`config.mk`:
```
export PLATFORM = sky130hd
export DESIGN_NAME = mod_cnt_ctrl_flat
export DESIGN_NICKNAME = d
export VERILOG_FILES = /design/src/rtl/mod_cnt_ctrl_if.sv /design/src/rtl/mod_cnt_ctrl.sv /design/src/flat_wrapper.sv
export SDC_FILE = /design/constraint.sdc
export NUM_CORES = 1
export LEC_CHECK = 0
export ABC_CLOCK_PERIOD_IN_PS = 2600
export CORE_MARGIN = 1.5
export CORE_UTILIZATION = 35
export CTS_CLUSTER_SIZE = 12
export DETAILED_ROUTE_END_ITERATION = 8
export PLACE_DENSITY = 0.67
export SYNTH_ARGS = -nofsm -noshare
export SYNTH_HDL_FRONTEND = slang
export SYNTH_SLANG_ARGS = --single-unit
```
`constraint.sdc`:
```
create_clock -name clk -period 2.6 [get_ports clk]
set_clock_uncertainty 0.1 [all_clocks]
set_input_delay 0.52 -clock clk [delete_from_list [all_inputs] [get_ports clk]]
set_output_delay 0.52 -clock clk [all_outputs]
set_load 0.01 [all_outputs]
```
`src/rtl/mod_cnt_ctrl_if.sv`:
```
// mod_cnt_ctrl_if - bundle of control and status signals for the modulo counter.
//   master : event source (drives vld, clr, dir, ld, ld_val; observes count, active, tc)
//   slave  : the counter itself (consumes the controls, drives the registered status)
// WIDTH must match the WIDTH parameter of the attached mod_cnt_ctrl.
interface mod_cnt_ctrl_if #(
  parameter int WIDTH = 4
) ();
  logic             vld;
  logic             clr;
  logic             dir;
  logic             ld;
  logic [WIDTH-1:0] ld_val;
  logic [WIDTH-1:0] count;
  logic             active;
  logic             tc;

  modport master (
    output vld, clr, dir, ld, ld_val,
    input  count, active, tc
  );

  modport slave (
    input  vld, clr, dir, ld, ld_val,
    output count, active, tc
  );
endinterface

```
`src/rtl/mod_cnt_ctrl.sv`:
```
// mod_cnt_ctrl - parametrised modulo-N event counter FSM.
// Counts qualified vld events in the range 1..MOD (0 means idle), up or down,
// with parallel load, wrap or saturate behaviour and a one-cycle terminal-count pulse.
// Ports:
//   clk  : clock
//   rst  : asynchronous active-high reset
//   bus  : mod_cnt_ctrl_if.slave
//          vld    - count event       clr    - synchronous clear
//          dir    - 1 up / 0 down     ld     - synchronous load
//          ld_val - load value        count  - registered count
//          active - registered, state != IDLE
//          tc     - registered terminal-count pulse
// WIDTH sets the width of count and ld_val; the upper end of the count range is
// given by the modulus parameter (at least 2, at most 2^WIDTH-1); SATURATE picks
// wrapping at the range ends (0) or stopping at the range end in DONE (1).
module mod_cnt_ctrl #(
  parameter int WIDTH    = 4,
  parameter int MOD      = 10,
  parameter bit SATURATE = 1'b0
) (
  input  logic               clk,
  input  logic               rst,
  mod_cnt_ctrl_if.slave      bus
);

  if (MOD < 2 || MOD > (2 ** WIDTH) - 1) begin : g_bad_mod
    $error("mod_cnt_ctrl: MOD must satisfy 2 <= MOD <= 2^WIDTH-1");
  end

  localparam logic [WIDTH-1:0] ZERO   = '0;
  localparam logic [WIDTH-1:0] ONE    = WIDTH'(1);
  localparam logic [WIDTH-1:0] TWO    = WIDTH'(2);
  localparam logic [WIDTH-1:0] MOD_W  = WIDTH'(MOD);
  localparam logic [WIDTH-1:0] MOD_M1 = WIDTH'(MOD - 1);

  typedef enum logic [1:0] {
    IDLE   = 2'd0,
    ACTIVE = 2'd1,
    DONE   = 2'd2
  } state_t;

  state_t           state;
  state_t           next_state;
  logic [WIDTH-1:0] count_q;
  logic [WIDTH-1:0] next_count;
  logic             active_q;
  logic             tc_q;
  logic             next_tc;

  always_ff @(posedge clk or posedge rst) begin
    if (rst) begin
      state    <= IDLE;
      count_q  <= ZERO;
      active_q <= 1'b0;
      tc_q     <= 1'b0;
    end else begin
      state    <= next_state;
      count_q  <= next_count;
      active_q <= (next_state != IDLE);
      tc_q     <= next_tc;
    end
  end

  // Priority is clr > ld > vld; an unreachable state code (including DONE when
  // saturation is disabled) falls back to IDLE so the counter cannot lock up.
  always_comb begin
    next_state = state;
    next_count = count_q;
    next_tc    = 1'b0;

    if (bus.clr) begin
      next_state = IDLE;
      next_count = ZERO;
    end else if (bus.ld) begin
      if (bus.ld_val == ZERO) begin
        next_state = IDLE;
        next_count = ZERO;
      end else if (bus.ld_val > MOD_W) begin
        next_state = ACTIVE;
        next_count = MOD_W;
      end else begin
        next_state = ACTIVE;
        next_count = bus.ld_val;
      end
    end else begin
      case (state)
        IDLE: begin
          if (bus.vld) begin
            next_state = ACTIVE;
            next_count = bus.dir ? ONE : MOD_W;
          end
        end

        ACTIVE: begin
          if (bus.vld) begin
            if (bus.dir) begin
              if (SATURATE) begin
                // Reaching MOD, or already sitting on it after a load, ends the run.
                if (count_q >= MOD_M1) begin
                  next_count = MOD_W;
                  next_tc    = 1'b1;
                  next_state = DONE;
                end else begin
                  next_count = count_q + ONE;
                end
              end else begin
                if (count_q >= MOD_W) begin
                  next_count = ONE;
                  next_tc    = 1'b1;
                end else begin
                  next_count = count_q + ONE;
                end
              end
            end else begin
              if (SATURATE) begin
                if (count_q <= TWO) begin
                  next_count = ONE;
                  next_tc    = 1'b1;
                  next_state = DONE;
                end else begin
                  next_count = count_q - ONE;
                end
              end else begin
                if (count_q <= ONE) begin
                  next_count = MOD_W;
                  next_tc    = 1'b1;
                end else begin
                  next_count = count_q - ONE;
                end
              end
            end
          end
        end

        DONE: begin
          if (!SATURATE) begin
            next_state = IDLE;
            next_count = ZERO;
          end
        end

        default: begin
          next_state = IDLE;
          next_count = ZERO;
        end
      endcase
    end
  end

  assign bus.count  = count_q;
  assign bus.active = active_q;
  assign bus.tc     = tc_q;

endmodule

```
`src/flat_wrapper.sv`:
```
// flat-port wrapper written by rule: the top's interface ports become plain ports
module mod_cnt_ctrl_flat 
#(
  parameter int WIDTH    = 4,
  parameter int MOD      = 10,
  parameter bit SATURATE = 1'b0
)
  (clk, rst, bus_vld, bus_clr, bus_dir, bus_ld, bus_ld_val, bus_count, bus_active, bus_tc);
  mod_cnt_ctrl_if #(.WIDTH(WIDTH)) bus_i ();
  input  logic clk;
  input  logic rst;
  input wire logic [$bits(bus_i.vld)-1:0] bus_vld;
  input wire logic [$bits(bus_i.clr)-1:0] bus_clr;
  input wire logic [$bits(bus_i.dir)-1:0] bus_dir;
  input wire logic [$bits(bus_i.ld)-1:0] bus_ld;
  input wire logic [$bits(bus_i.ld_val)-1:0] bus_ld_val;
  output wire logic [$bits(bus_i.count)-1:0] bus_count;
  output wire logic [$bits(bus_i.active)-1:0] bus_active;
  output wire logic [$bits(bus_i.tc)-1:0] bus_tc;
  assign bus_i.vld = bus_vld;
  assign bus_i.clr = bus_clr;
  assign bus_i.dir = bus_dir;
  assign bus_i.ld = bus_ld;
  assign bus_i.ld_val = bus_ld_val;
  assign bus_count = bus_i.count;
  assign bus_active = bus_i.active;
  assign bus_tc = bus_i.tc;
  mod_cnt_ctrl #(.WIDTH(WIDTH), .MOD(MOD), .SATURATE(SATURATE)) u_core (.clk(clk), .rst(rst), .bus(bus_i));
endmodule
```
Yosys cells after proc, flatten, opt, wreduce, memory -nomap -nowiden:

Cells that the tools add are included.

* equality and inequality tests: 3
* reductions and logical operators: 4
* divide/modulo/power cells: 0
* add/sub/neg operators: 2
* $lt $le $gt $ge: 3
* bitwise operators: 0
* shift-type cells: 0
* multipliers: 0
* mux-type cells: 23

Operators with widths (count)
* $mux W4: 10
* $mux W1: 8
* $ne A4 B4 Y1 const B: 2
* $pmux W4 S2: 1
* $mux W2: 3
* $add A4 B1 Y4 const B: 1
* $ge A4 B4 Y1 const B: 1
* $gt A4 B4 Y1 const B: 1
* $le A4 B1 Y1 const B: 1
* $logic_not A4 Y1: 1
* $pmux W2 S2: 1
* $sub A4 B1 Y4 const B: 1
* $eq A2 B1 Y1 const B: 1
* $logic_not A2 Y1: 1
* $reduce_and A2 Y1: 1
* $reduce_bool A2 Y1: 1

* register bits after elaboration: 8
* input bits: 10
* latch bits: 0
* logic and storage cells: 39
* memories: 0
* ROM bits: 0
* output and inout bits: 6
* RAM bits: 0

Logic depth before layout (Yosys ltp):

* word-level depth: 7
* gate-level depth with buffers: 7
* mapped depth without buffers: 7

Worst setup path before layout:

Ideal clock, no wire load.

* path kind: reg-to-reg
* from: reg u_core.count_q[1], in the netlist u_core.bus.count[1]
* to: reg u_core.count_q[1], in the netlist u_core.bus.count[1]
* clock period less this slack: 1.985 ns
* cell stages (with the launch flop): 8
* path buffers: 0
* arrival: 1.781 ns
* slack: 0.615 ns
* library setup time: 0.104 ns
* required time: 2.396 ns
* path through: dfrtp_1 inv_1 ha_1 nor2_1 or3_1 a2111oi_2 nor3_1 o41ai_2

* longest elaborated chain between the ends: 7
* elaborated cells between the ends (all ways): 11
* classes of those cells: add/sub (2); order compare (2); mux (7)

Ends and longest elaborated chain
* start: declaration: line mod_cnt_ctrl.sv:44 `logic [WIDTH-1:0] count_q;`
* start signal: assignment: line mod_cnt_ctrl.sv:58 `count_q <= next_count;`
* $sub A4 B1 Y4 (tied with other cells): line mod_cnt_ctrl.sv:128 `next_count = count_q - ONE;`
* $mux W4 (on tied branches): line mod_cnt_ctrl.sv:124, mod_cnt_ctrl.sv:107
* $mux W4 *: line mod_cnt_ctrl.sv:96 `if (bus.dir) begin`
* $mux W4 *: line mod_cnt_ctrl.sv:95 `if (bus.vld) begin`
* $pmux W4 S2 *: line mod_cnt_ctrl.sv:86 `case (state)`
* $mux W4 *: line mod_cnt_ctrl.sv:74 `end else if (bus.ld) begin`
* $mux W4 *: line mod_cnt_ctrl.sv:71 `if (bus.clr) begin`

Mark *: on every way between the ends. The rest lies on a longest branch, timed or not. The select of a mux whose other input is x is not followed.
A chain may end at the register's enable or synchronous reset.

Worst setup path in the final report:

Ends and elaborated chain as after synthesis.

==> results.md <==
- Hpwl dp: 1110 um
- FFs w/ async S/R, synth: 1.00
- CTS H-tree depth: 1
- Crit path max-delay cell type: dfrtp_1
- Cells after Synth: 74
- Net Sw Power: 100 uW
- Worst-skew pair later-pin latency: 0.25 ns
- Internal power: 235 uW
- Average wire per cell in the routed design: 12.0 um
- DRT Pass-1 Iters: 4
- Worst flop-to-flop path startpoint: u_core.bus.count[1]
- Crit path launch type: register
- Worst setup path startpoint: u_core.bus.count[1]
- Fillers: 190
- Chip height: 46.1 um
- WP data arrival: 2.20 ns
- Total Negative Setup Slacks: 0 ns
- Switching Share: 0.299
- DP Worst Slack: 0.198 ns
- Multi-input logic area: 423 um2
- CTS root buf: clkbuf_4
- Top cells by area, synth: dfrtp_1, ha_1, nor3_1, o311ai_4, a21oi_1
- Length of routed wiring on met1: 708 um
- Storage element area: 200 um2
- Clk sinks: 8
- Core Box Area: 1730 um2
- Synth cell count leaders: dfrtp_1, nor3_1, a21oi_1, inv_1, nor2_1
- Final Slew Violations: 0
- Post-synth EDFFs: 0
- Hold Vio Cnt, Final: 0
- Register area share after synthesis: 0.308
- FF+latch count, synth: 8
- FMAX: 460 MHz
- Antenna violations before repair: 0
- I/O pin cnt: 16
- GRT Resource Usage Total: 0.150
- Setup Crit Path Kind: reg2reg
- WL met3: 46 um
- Top sig layer: met3
- I/O Buffers: 15
- Pwr dens: 389 nW/um2
- Initial drt markers: 5
- Initial Util: 0.376
- Crit. End Element: register
- Total grt overflow: 0
- Run status: completed
- Die ar.: 2120 um2
- Clock transition at the registers of the reported paths: 0.06 ns
- Hold buffers post-CTS: 0
- RSZ-0062 raised after global routing: no
- Die Wd: 46.1 um
- Mapped Avg Cell Area: 8.78 um2
- Largest net degree at the start of global routing: 14
- Post-synth cell types: 34
- Routed wire length: 1410 um
- Row cnt: 15
- Sequential share of power: 0.443
- Period utilisation layout: 0.836
- Area growth from synthesis to layout: 32.6%
- Leading area contributor after synthesis: dfrtp_1
- Vias: 623
- Postcts setup bufs: 0
- Longest Clk Path Bufs: 2
- ANT nets after route: 0
- Clock power frac: 0.270
- Netlist Area Pre-Place: 649 um2
- Leak pwr: 0.333 nW
- Final Core Density: 0.499
- Required time of the critical path: 2.63 ns
- Yosys top cell area share: 0.308
- Final setup margin: 0.426 ns
- Max cap viols: 0
- Synth Flop Type: dfrtp_1
- Comb pwr share: 0.287
- Syn nets: 88
- Nets: 108
- Peak VDD IR: 0.000270 V
- CTS buffer count: 3
- CTS tree: yes
- Antenna diodes: 0
- CP max stage delay: 0.50 ns
- Via density per instance: 5.32
- Layout cells sized above 1: 0.120
- Warnings, synthesis: 0
- RePlAce Congestion: 0.862
- Final setup viols: 0
- CP Cell Sequence: inv_1, ha_1, nor2_1, or3_1, a2111oi_2, nor3_1, o41ai_2
- # resized after CTS: 0
- Worst Hold Class: in2async
- First-pass GRT wire length: 2300 um
- DRC violations left: 0
- Vias in the first global route: 515
- DR WL met2: 652 um
- Top-count cell post-synth: dfrtp_1
- Worst Path Max Fanout: 9
- Tmin final: 2.17 ns
[metal layers]
metal  GRT usage  vias up
li1            -      318
met1       0.228      292
met2       0.219       13
met3      0.0471        0
met4           0        0
met5           0        -
[layout make-up]
type	count	area share
flip-flops and latches	8	0.233
well taps	25	0.0363
repair buffers	17	0.192
inverters	5	0.0218
multi-input cells	59	0.491
clock buffers	3	0.0262
[flip-flops by register name, indices dropped and copies added, names as in the netlist]
| signal | flops |
|---|---|
| u_core.state | 2 |
| u_core.bus.tc | 1 |
| u_core.bus.active | 1 |
| u_core.bus.count | 4 |
[worst max-delay path, delay by kind of cell, from the launching register on]
kind / cells / cell delay, ns
AO/OA/AOI/OAI: 2 / 0.62
buffers and inverters: 1 / 0.13
AND/OR/NAND/NOR: 3 / 0.52
flip-flops: 1 / 0.50
adder cells (fa/ha/maj): 1 / 0.20
[power by group through the flow]
stage,clock network [mW],registers [mW],logic [mW]
5_1_grt,0.106,0.150,0.107
6_report,0.0902,0.148,0.0960
2_1_floorplan,0,0.148,0.0536
3_3_place_gp,0,0.151,0.0955
4_1_cts,0.0943,0.149,0.0962
3_5_place_dp,0,0.151,0.0960
[cell usage in the layout, fill, tap and decap left out, types with 2 or more instances in the layout]
master            n
o22ai_1           2
or3_1             2
nor2b_1           2
a21oi_1           5
nor3_1            6
and4_1            2
nor2_1            5
buf_4             2
o21ai_0           4
clkdlybuf4s50_1  15
ha_1              4
clkbuf_4          3
inv_1             5
a211oi_1          3
dfrtp_1           8
nand2_1           3
nand2b_1          2
[through the flow]
stage                     hold WS [ns]  cells  area, um2  power, mW
after floorplan                  0.236     74        649      0.202
after global placement           0.545    114        838      0.246
after detailed placement         0.551    114        838      0.247
after CTS                        0.415    117        861      0.339
after global routing             0.420    117        861      0.363
final                            0.409    117        861      0.335
[cell families after synthesis]
family	count (synthesis)	synth area share
AND/OR/NAND/NOR	30	0.264
AO/OA/AOI/OAI	23	0.291
flip-flops	8	0.308
buffers and inverters	7	0.0405
adder cells (fa/ha/maj)	4	0.0771
XOR/XNOR	1	0.0135
other	1	0.00577
[path summary, 6_finish.rpt]
| check | end | cells after the start | slack, ns |
|---|---|---|---|
| min in group clk | u_core.bus.tc | 1 | 0.56 |
| worst min-delay path | u_core.bus.tc | 2 | 0.41 |
| worst max register to register | u_core.bus.count[1] | 7 | 0.43 |
| worst min register to register | u_core.bus.tc | 1 | 0.56 |
| worst max-delay path | u_core.bus.count[1] | 7 | 0.43 |
| max in group asynchronous | u_core.bus.count[0] | 2 | 1.76 |
Note: power is estimated with default switching activity, not from simulation.
